`src/rtl/enc_bus.sv`:
```
// enc_bus: bus-mapped quadrature encoder reader; sync + glitch filter + x4 decode into 32-bit counters.
// Latency: count/enc_changed update 2 sync + FLT+1 filter clocks after an input edge; reads return 1 clk later.
// Backpressure: none, the register bus always accepts. Define ENC_INDEX_EN to add Z-index capture.
module enc_bus #(
  parameter int          ENCODERS = 2,
  parameter logic [15:0] BAR      = 16'h0100,
  parameter logic [15:0] MASK     = 16'h00FF
) (
  input  logic                clk,
  input  logic                sclr,
  input  logic [15:0]         rdaddr,
  input  logic [15:0]         wraddr,
  input  logic [1:0]          be,
  input  logic                write,
  input  logic [15:0]         wrdata,
  output logic [15:0]         rddata,
  input  logic [ENCODERS-1:0] enc_a,
  input  logic [ENCODERS-1:0] enc_b,
  input  logic [ENCODERS-1:0] enc_z,
  input  logic                global_snapshot,
  output logic [ENCODERS-1:0] enc_changed,
  output logic                enc_error
);

  // Line layout: A lines at [k], B lines at [ENCODERS+k], Z lines (index build) at [2*ENCODERS+k].
`ifdef ENC_INDEX_EN
  localparam int NLINE = 3 * ENCODERS;
  logic [NLINE-1:0] raw;
  assign raw = {enc_z, enc_b, enc_a};
`else
  localparam int NLINE = 2 * ENCODERS;
  logic [NLINE-1:0] raw;
  logic             unused_enc_z;
  assign raw          = {enc_b, enc_a};
  assign unused_enc_z = ^enc_z;
`endif

  logic [NLINE-1:0]    sync1_q, sync1_d, sync2_q, sync2_d;
  logic [NLINE-1:0]    flt_q, flt_d;
  logic [3:0]          fcnt_q [NLINE];
  logic [3:0]          fcnt_d [NLINE];
  logic [3:0]          flt_len_q, flt_len_d;
  logic [31:0]         count_q [ENCODERS];
  logic [31:0]         count_d [ENCODERS];
  logic [31:0]         snap_q [ENCODERS];
  logic [31:0]         snap_d [ENCODERS];
  logic [ENCODERS-1:0] invert_q, invert_d, err_q, err_d, chg_q, chg_d;
  logic [15:0]         rddata_q, rddata_d;

  logic [1:0]          dpos [ENCODERS];
  logic [ENCODERS-1:0] step_up, step_dn, bad, cnt_wr;
  logic                rd_hit, wr_hit, wr_en;
  logic [15:0]         rloc, wloc;

  assign rd_hit = (rdaddr & ~MASK) == BAR;
  assign wr_hit = (wraddr & ~MASK) == BAR;
  assign rloc   = rdaddr & MASK;
  assign wloc   = wraddr & MASK;
  assign wr_en  = write & wr_hit;

`ifdef ENC_INDEX_EN
  logic [31:0]         index_q [ENCODERS];
  logic [31:0]         index_d [ENCODERS];
  logic [ENCODERS-1:0] idx_seen_q, idx_seen_d;
`endif

  // Two-flop synchroniser for every raw line; deliberately not reset.
  always_comb begin
    sync1_d = raw;
    sync2_d = sync1_q;
  end

  // Glitch filter: follow the synchronised value once it has differed for FLT+1 clocks.
  always_comb begin
    flt_d = flt_q;
    for (int i = 0; i < NLINE; i++) begin
      fcnt_d[i] = '0;
      if (sync2_q[i] != flt_q[i]) begin
        if (fcnt_q[i] >= flt_len_q) begin
          flt_d[i] = sync2_q[i];
        end else begin
          fcnt_d[i] = fcnt_q[i] + 4'd1;
        end
      end
    end
  end

  // x4 decoder: Gray state mapped to a 2-bit position; +1/-1 steps count, a jump of 2 is an error.
  always_comb begin
    step_up = '0;
    step_dn = '0;
    bad     = '0;
    for (int k = 0; k < ENCODERS; k++) begin
      dpos[k]    = {flt_d[k], flt_d[k] ^ flt_d[ENCODERS+k]}
                 - {flt_q[k], flt_q[k] ^ flt_q[ENCODERS+k]};
      step_up[k] = (dpos[k] == 2'd1);
      step_dn[k] = (dpos[k] == 2'd3);
      bad[k]     = (dpos[k] == 2'd2);
    end
  end

  // Counters and snapshots; a bus write to a count word takes priority over a decode step.
  always_comb begin
    for (int k = 0; k < ENCODERS; k++) begin
      count_d[k] = count_q[k];
      snap_d[k]  = global_snapshot ? count_q[k] : snap_q[k];
      chg_d[k]   = 1'b0;
      cnt_wr[k]  = wr_en && (|be) &&
                   ((wloc == 16'(16 * k)) || (wloc == 16'(16 * k + 2)));
      if (cnt_wr[k]) begin
        if (wloc == 16'(16 * k)) begin
          if (be[0]) count_d[k][7:0]   = wrdata[7:0];
          if (be[1]) count_d[k][15:8]  = wrdata[15:8];
        end else begin
          if (be[0]) count_d[k][23:16] = wrdata[7:0];
          if (be[1]) count_d[k][31:24] = wrdata[15:8];
        end
      end else if (invert_q[k] ? step_dn[k] : step_up[k]) begin
        count_d[k] = count_q[k] + 32'd1;
        chg_d[k]   = 1'b1;
      end else if (invert_q[k] ? step_up[k] : step_dn[k]) begin
        count_d[k] = count_q[k] - 32'd1;
        chg_d[k]   = 1'b1;
      end
    end
  end

  // Global control registers; for the sticky error bits a new error beats a clear.
  always_comb begin
    invert_d  = invert_q;
    flt_len_d = flt_len_q;
    err_d     = err_q;
    if (wr_en && be[0] && (wloc == 16'h0040)) invert_d  = wrdata[ENCODERS-1:0];
    if (wr_en && be[0] && (wloc == 16'h0044)) flt_len_d = wrdata[3:0];
    if (wr_en && be[0] && (wloc == 16'h0042)) err_d = err_q & ~wrdata[ENCODERS-1:0];
    err_d = err_d | bad;
  end

`ifdef ENC_INDEX_EN
  // Index capture on a filtered Z rising edge; the seen flag clears by write-1, set wins.
  always_comb begin
    idx_seen_d = idx_seen_q;
    if (wr_en && be[0] && (wloc == 16'h0046)) idx_seen_d = idx_seen_q & ~wrdata[ENCODERS-1:0];
    for (int k = 0; k < ENCODERS; k++) begin
      index_d[k] = index_q[k];
      if (!flt_q[2*ENCODERS+k] && flt_d[2*ENCODERS+k]) begin
        index_d[k]    = count_q[k];
        idx_seen_d[k] = 1'b1;
      end
    end
  end
`endif

  // Read mux; anything outside the window or unmapped returns zero.
  always_comb begin
    rddata_d = '0;
    if (rd_hit) begin
      for (int k = 0; k < ENCODERS; k++) begin
        if (rloc == 16'(16 * k))     rddata_d = count_q[k][15:0];
        if (rloc == 16'(16 * k + 2)) rddata_d = count_q[k][31:16];
        if (rloc == 16'(16 * k + 4)) rddata_d = snap_q[k][15:0];
        if (rloc == 16'(16 * k + 6)) rddata_d = snap_q[k][31:16];
`ifdef ENC_INDEX_EN
        if (rloc == 16'(16 * k + 8))  rddata_d = index_q[k][15:0];
        if (rloc == 16'(16 * k + 10)) rddata_d = index_q[k][31:16];
`endif
      end
      if (rloc == 16'h0040) rddata_d = 16'(invert_q);
      if (rloc == 16'h0042) rddata_d = 16'(err_q);
      if (rloc == 16'h0044) rddata_d = {12'h000, flt_len_q};
`ifdef ENC_INDEX_EN
      if (rloc == 16'h0046) rddata_d = 16'(idx_seen_q);
`endif
    end
  end

  // Synchroniser flops run freely so reset can reload the filters from live inputs.
  always_ff @(posedge clk) begin
    sync1_q <= sync1_d;
    sync2_q <= sync2_d;
  end

  // State registers; reset reloads filter/decoder state from the synchronised lines so no step is seen.
  always_ff @(posedge clk) begin
    if (sclr) begin
      flt_q     <= sync2_q;
      flt_len_q <= 4'd3;
      invert_q  <= '0;
      err_q     <= '0;
      chg_q     <= '0;
      rddata_q  <= '0;
      for (int i = 0; i < NLINE; i++) fcnt_q[i] <= '0;
      for (int k = 0; k < ENCODERS; k++) begin
        count_q[k] <= '0;
        snap_q[k]  <= '0;
      end
    end else begin
      flt_q     <= flt_d;
      flt_len_q <= flt_len_d;
      invert_q  <= invert_d;
      err_q     <= err_d;
      chg_q     <= chg_d;
      rddata_q  <= rddata_d;
      for (int i = 0; i < NLINE; i++) fcnt_q[i] <= fcnt_d[i];
      for (int k = 0; k < ENCODERS; k++) begin
        count_q[k] <= count_d[k];
        snap_q[k]  <= snap_d[k];
      end
    end
  end

`ifdef ENC_INDEX_EN
  // Index registers.
  always_ff @(posedge clk) begin
    if (sclr) begin
      idx_seen_q <= '0;
      for (int k = 0; k < ENCODERS; k++) index_q[k] <= '0;
    end else begin
      idx_seen_q <= idx_seen_d;
      for (int k = 0; k < ENCODERS; k++) index_q[k] <= index_d[k];
    end
  end
`endif

  assign rddata      = rddata_q;
  assign enc_changed = chg_q;
  assign enc_error   = |err_q;

endmodule

```
`config.mk`:
```
export PLATFORM = sky130hd
export DESIGN_NAME = enc_bus
export DESIGN_NICKNAME = d
export VERILOG_FILES = /design/src/rtl/enc_bus.sv
export SDC_FILE = /design/constraint.sdc
export NUM_CORES = 1
export LEC_CHECK = 0
export ABC_AREA = 1
export BUFFER_PORTS_ARGS = -buffer_cell sky130_fd_sc_hd__buf_2
export CORE_MARGIN = 3
export CORE_UTILIZATION = 47
export DETAILED_ROUTE_END_ITERATION = 10
export HOLD_SLACK_MARGIN = 0.15
export PLACE_DENSITY_LB_ADDON = 0.15
export SYNTH_ARGS = -nofsm -noshare
export SYNTH_HDL_FRONTEND = slang
export SYNTH_SLANG_ARGS = --single-unit
export TNS_END_PERCENT = 5
```
`constraint.sdc`:
```
create_clock -name clk -period 5.61 [get_ports clk]
set_input_delay 0.8415 -clock clk [delete_from_list [all_inputs] [get_ports clk]]
set_output_delay 0.8415 -clock clk [all_outputs]
set_load 0.02 [all_outputs]
```
==> run summary <==
Post-synth EDFFs -> 0
Finished Cell Area -> 13400 um^2
power per cell area -> 588 nW/um^2
first-pass GRT wire length -> 66800 um
Fin Setup TNS -> 0 ns
routability congestion estimate -> 0.948
gr ovfl total -> 0
nets -> 2045
Root Buffer -> clkbuf_16
cts repair resizes -> 0
DRT Pass-1 Iters -> 6
status -> complete, no violations
die area -> 28200 um^2
Yosys top cell by area -> dfxtp_1
worst-margin pin slew -> 1.06 ns
CP delay by family, top -> simple AND/OR/NAND/NOR gates
initial core utilization -> 48.3%
Yosys reg bits -> 182
Worst EP arrival -> 4.76 ns
crit-path max FO -> 54
RSZ-0062 raised after global routing -> no
syn avg cell area -> 6.35 um^2
Clock Path Buffers -> 2
hold_buf cts -> 0
sequential share of the synthesized area -> 29.6%
Core Rows -> 58
data required time of the worst path -> 5.99 ns
min Tclk post-route -> 4.38 ns
library cells used by synthesis -> 54
LEAKAGE -> 0.00624 uW
Sink Count -> 182
TritonCTS clock tree -> built
Syn Std Cell Area -> 12300 um^2
# Post-CTS Setup Buffers -> 0
Yosys top cell area share -> 29.6%
Hold Path Class -> flop to flop
Syn Inst Count -> 1938
hpwl dp -> 31500 um
n_diodes -> 0
top_reg_cell synth -> dfxtp_1
antenna violations before repair -> 0
MaxCap Viol Count -> 0
Die Span Y -> 168 um
placed cell area -> 12800 um^2
core area -> 25500 um^2
Slew HR -> 29.1%
top cells by area, synth -> dfxtp_1 (30%), nand2_1 (14%), a21oi_1 (9.3%)
H-Tree Depth -> 4
Final Skew -> 0.0151 ns
multi-input logic area -> 7400 um^2
clock slew at reported path FFs -> 0.08 ns
Period Utilization, post-route -> 78.0%
layout cells sized above 1 -> 10.3%
critical path class -> flop to flop
Fillers -> 2684
Worst setup EP type -> flop
Fin. Hold Viols -> 0
Routed WL -> 42000 um
worst path buffer plus inverter count -> 2
FF/Latch Area -> 3640 um^2
area grow syn2layout -> 8.78%
CP most frequent cell -> nand2_1
vias in the first global route -> 12100
cts bufs inserted -> 17
yosys warns -> 0
I/O pins -> 79
post-route ant nets -> 0
Worst VDD drop -> 0.229 mV
average wire per standard cell -> 18.2 um
Via density -> 5.81
1st-iter DRT viols -> 1385
Slowest-stage cell, CP -> nand2_4
die width -> 168 um
largest net degree at the start of global routing -> 97
post-synthesis async set-or-reset flop share -> 0%
Fmax -> 228 MHz
via count -> 13400
setup violators final -> 0
GRT Total Usage -> 29.4%
Setup crit start kind -> flop
Syn Nets -> 2022
input/output buffers -> 76
DRC violation count after routing -> 0
count of pins over their slew limit -> 0
max incr delay on CP -> 0.33 ns
Clock Latency Late Sink -> 0.44 ns
## power breakdown
group | switching [uW] | internal (uW) | leakage, uW
logic | 3180 | 1480 | 0.00445
clock network | 618 | 598 | 0.000285
registers | 432 | 1560 | 0.00150
total | 4230 | 3640 | 0.00624
## layout make-up
type | count | area share [%]
inverters | 238 | 6.67
clock buffers | 17 | 3.18
flip-flops and latches | 182 | 27.2
repair buffers | 86 | 3.42
clock inverters | 15 | 1.19
well taps | 330 | 3.08
multi-input cells | 1436 | 55.3
## synth_stat cells, types with 19 or more instances
cell type and number:
clkbuf_1 49, a21oi_1 228, xnor2_1 19, nand2_2 35, dfxtp_1 182, inv_1 232
nor2_1 154, nand2_1 446, o21ai_0 169, nand3_1 124, o41ai_1 52, ha_1 24
nand4_1 21
## registers in the layout, indices dropped and copies added (netlist names)
| register | cells |
|---|---|
| count_q | 64 |
| sync2_q | 4 |
| rddata | 16 |
| fcnt_q | 16 |
| flt_q | 4 |
| flt_len_q | 4 |
| invert_q | 2 |
| sync1_q | 4 |
| snap_q | 64 |
| enc_changed | 2 |
| err_q | 2 |
## placed cells by master, fill, tap and decap left out, types with 5 or more instances in the layout
cell | synthesis | layout
nand2_1 | 446 | 446
and2_1 | 9 | 9
nor2_1 | 154 | 152
nand3_1 | 124 | 124
dfxtp_1 | 182 | 182
a21oi_1 | 228 | 228
o21ai_0 | 169 | 169
xor2_1 | 18 | 18
o41ai_1 | 52 | 52
buf_2 | 9 | 75
inv_2 | 4 | 5
xnor2_1 | 19 | 19
clkbuf_16 | 0 | 17
nand4_1 | 21 | 21
inv_1 | 232 | 231
o211ai_1 | 8 | 8
buf_4 | 4 | 11
nor3_1 | 7 | 7
ha_1 | 24 | 24
a221oi_1 | 7 | 7
o21ai_1 | 18 | 18
nand2_4 | 5 | 5
o21ai_2 | 5 | 5
nor4_1 | 6 | 6
nor2_2 | 14 | 16
nand2_2 | 35 | 35
o22ai_1 | 14 | 14
## cells by family (layout without fill, tap and decap cells)
group           Yosys count  after routing  share of synthesized area, %
xor+xnor                 39             39                          2.90
fa+ha+maj                24             24                          2.44
flops                   182            182                          29.6
buf+inv                 320            356                          10.3
simple gates            841            841                          30.0
mux                       2              2                         0.163
compound gates          530            530                          24.6
## per-layer routing
layer	track usage [%]	routed length (um)	share of wire [%]
met5	0	0	0
met4	10.1	1360	3.2
met3	3.76	3080	7.3
met2	44.9	18200	43
met1	42.9	19300	46
## stage by stage
step	total power, uW	util [%]	std cells	hold slack [ns]	setup slack (ns)
3_5_place_dp	6530	50.3	2272	0.314	1.29
6_report	7870	52.6	2304	0.333	1.23
3_3_place_gp	6500	50.3	2272	0.313	1.37
5_1_grt	8540	52.6	2304	0.339	0.768
2_1_floorplan	5360	-	1938	0.310	2.11
4_1_cts	7760	52.6	2304	0.336	1.26
## worst reg2reg max path, stage by stage, from the launching register on
cell      delay [ns]
dfxtp_1         0.30
inv_1           0.23
ha_1            0.29
nand2_1         0.08
nor2_1          0.05
nor2_1          0.12
nand2_1         0.21
mux2i_1         0.28
xor2_1          0.17
ha_1            0.20
inv_1           0.07
nand3_1         0.12
nand3_1         0.10
nand2_2         0.12
nand2_4         0.33
nand2_1         0.30
nand2_1         0.14
o21bai_2        0.24
nand2_1         0.08
nand2_1         0.17
nand2_1         0.08
nand2_1         0.15
nand2_1         0.12
nand3_1         0.10
nand3_1         0.12
a21oi_1         0.18
## final timing paths
kind | from | slack (ns) | cells past startpoint | endpoint
max | flt_len_q[2] | 1.23 | 25 | count_q[0][19]
max reg2reg | flt_len_q[2] | 1.23 | 25 | count_q[0][19]
min reg2reg | sync1_q[0] | 0.33 | 0 | sync2_q[0]
min | sync1_q[0] | 0.33 | 0 | sync2_q[0]
Note: power is estimated with default switching activity, not from simulation.
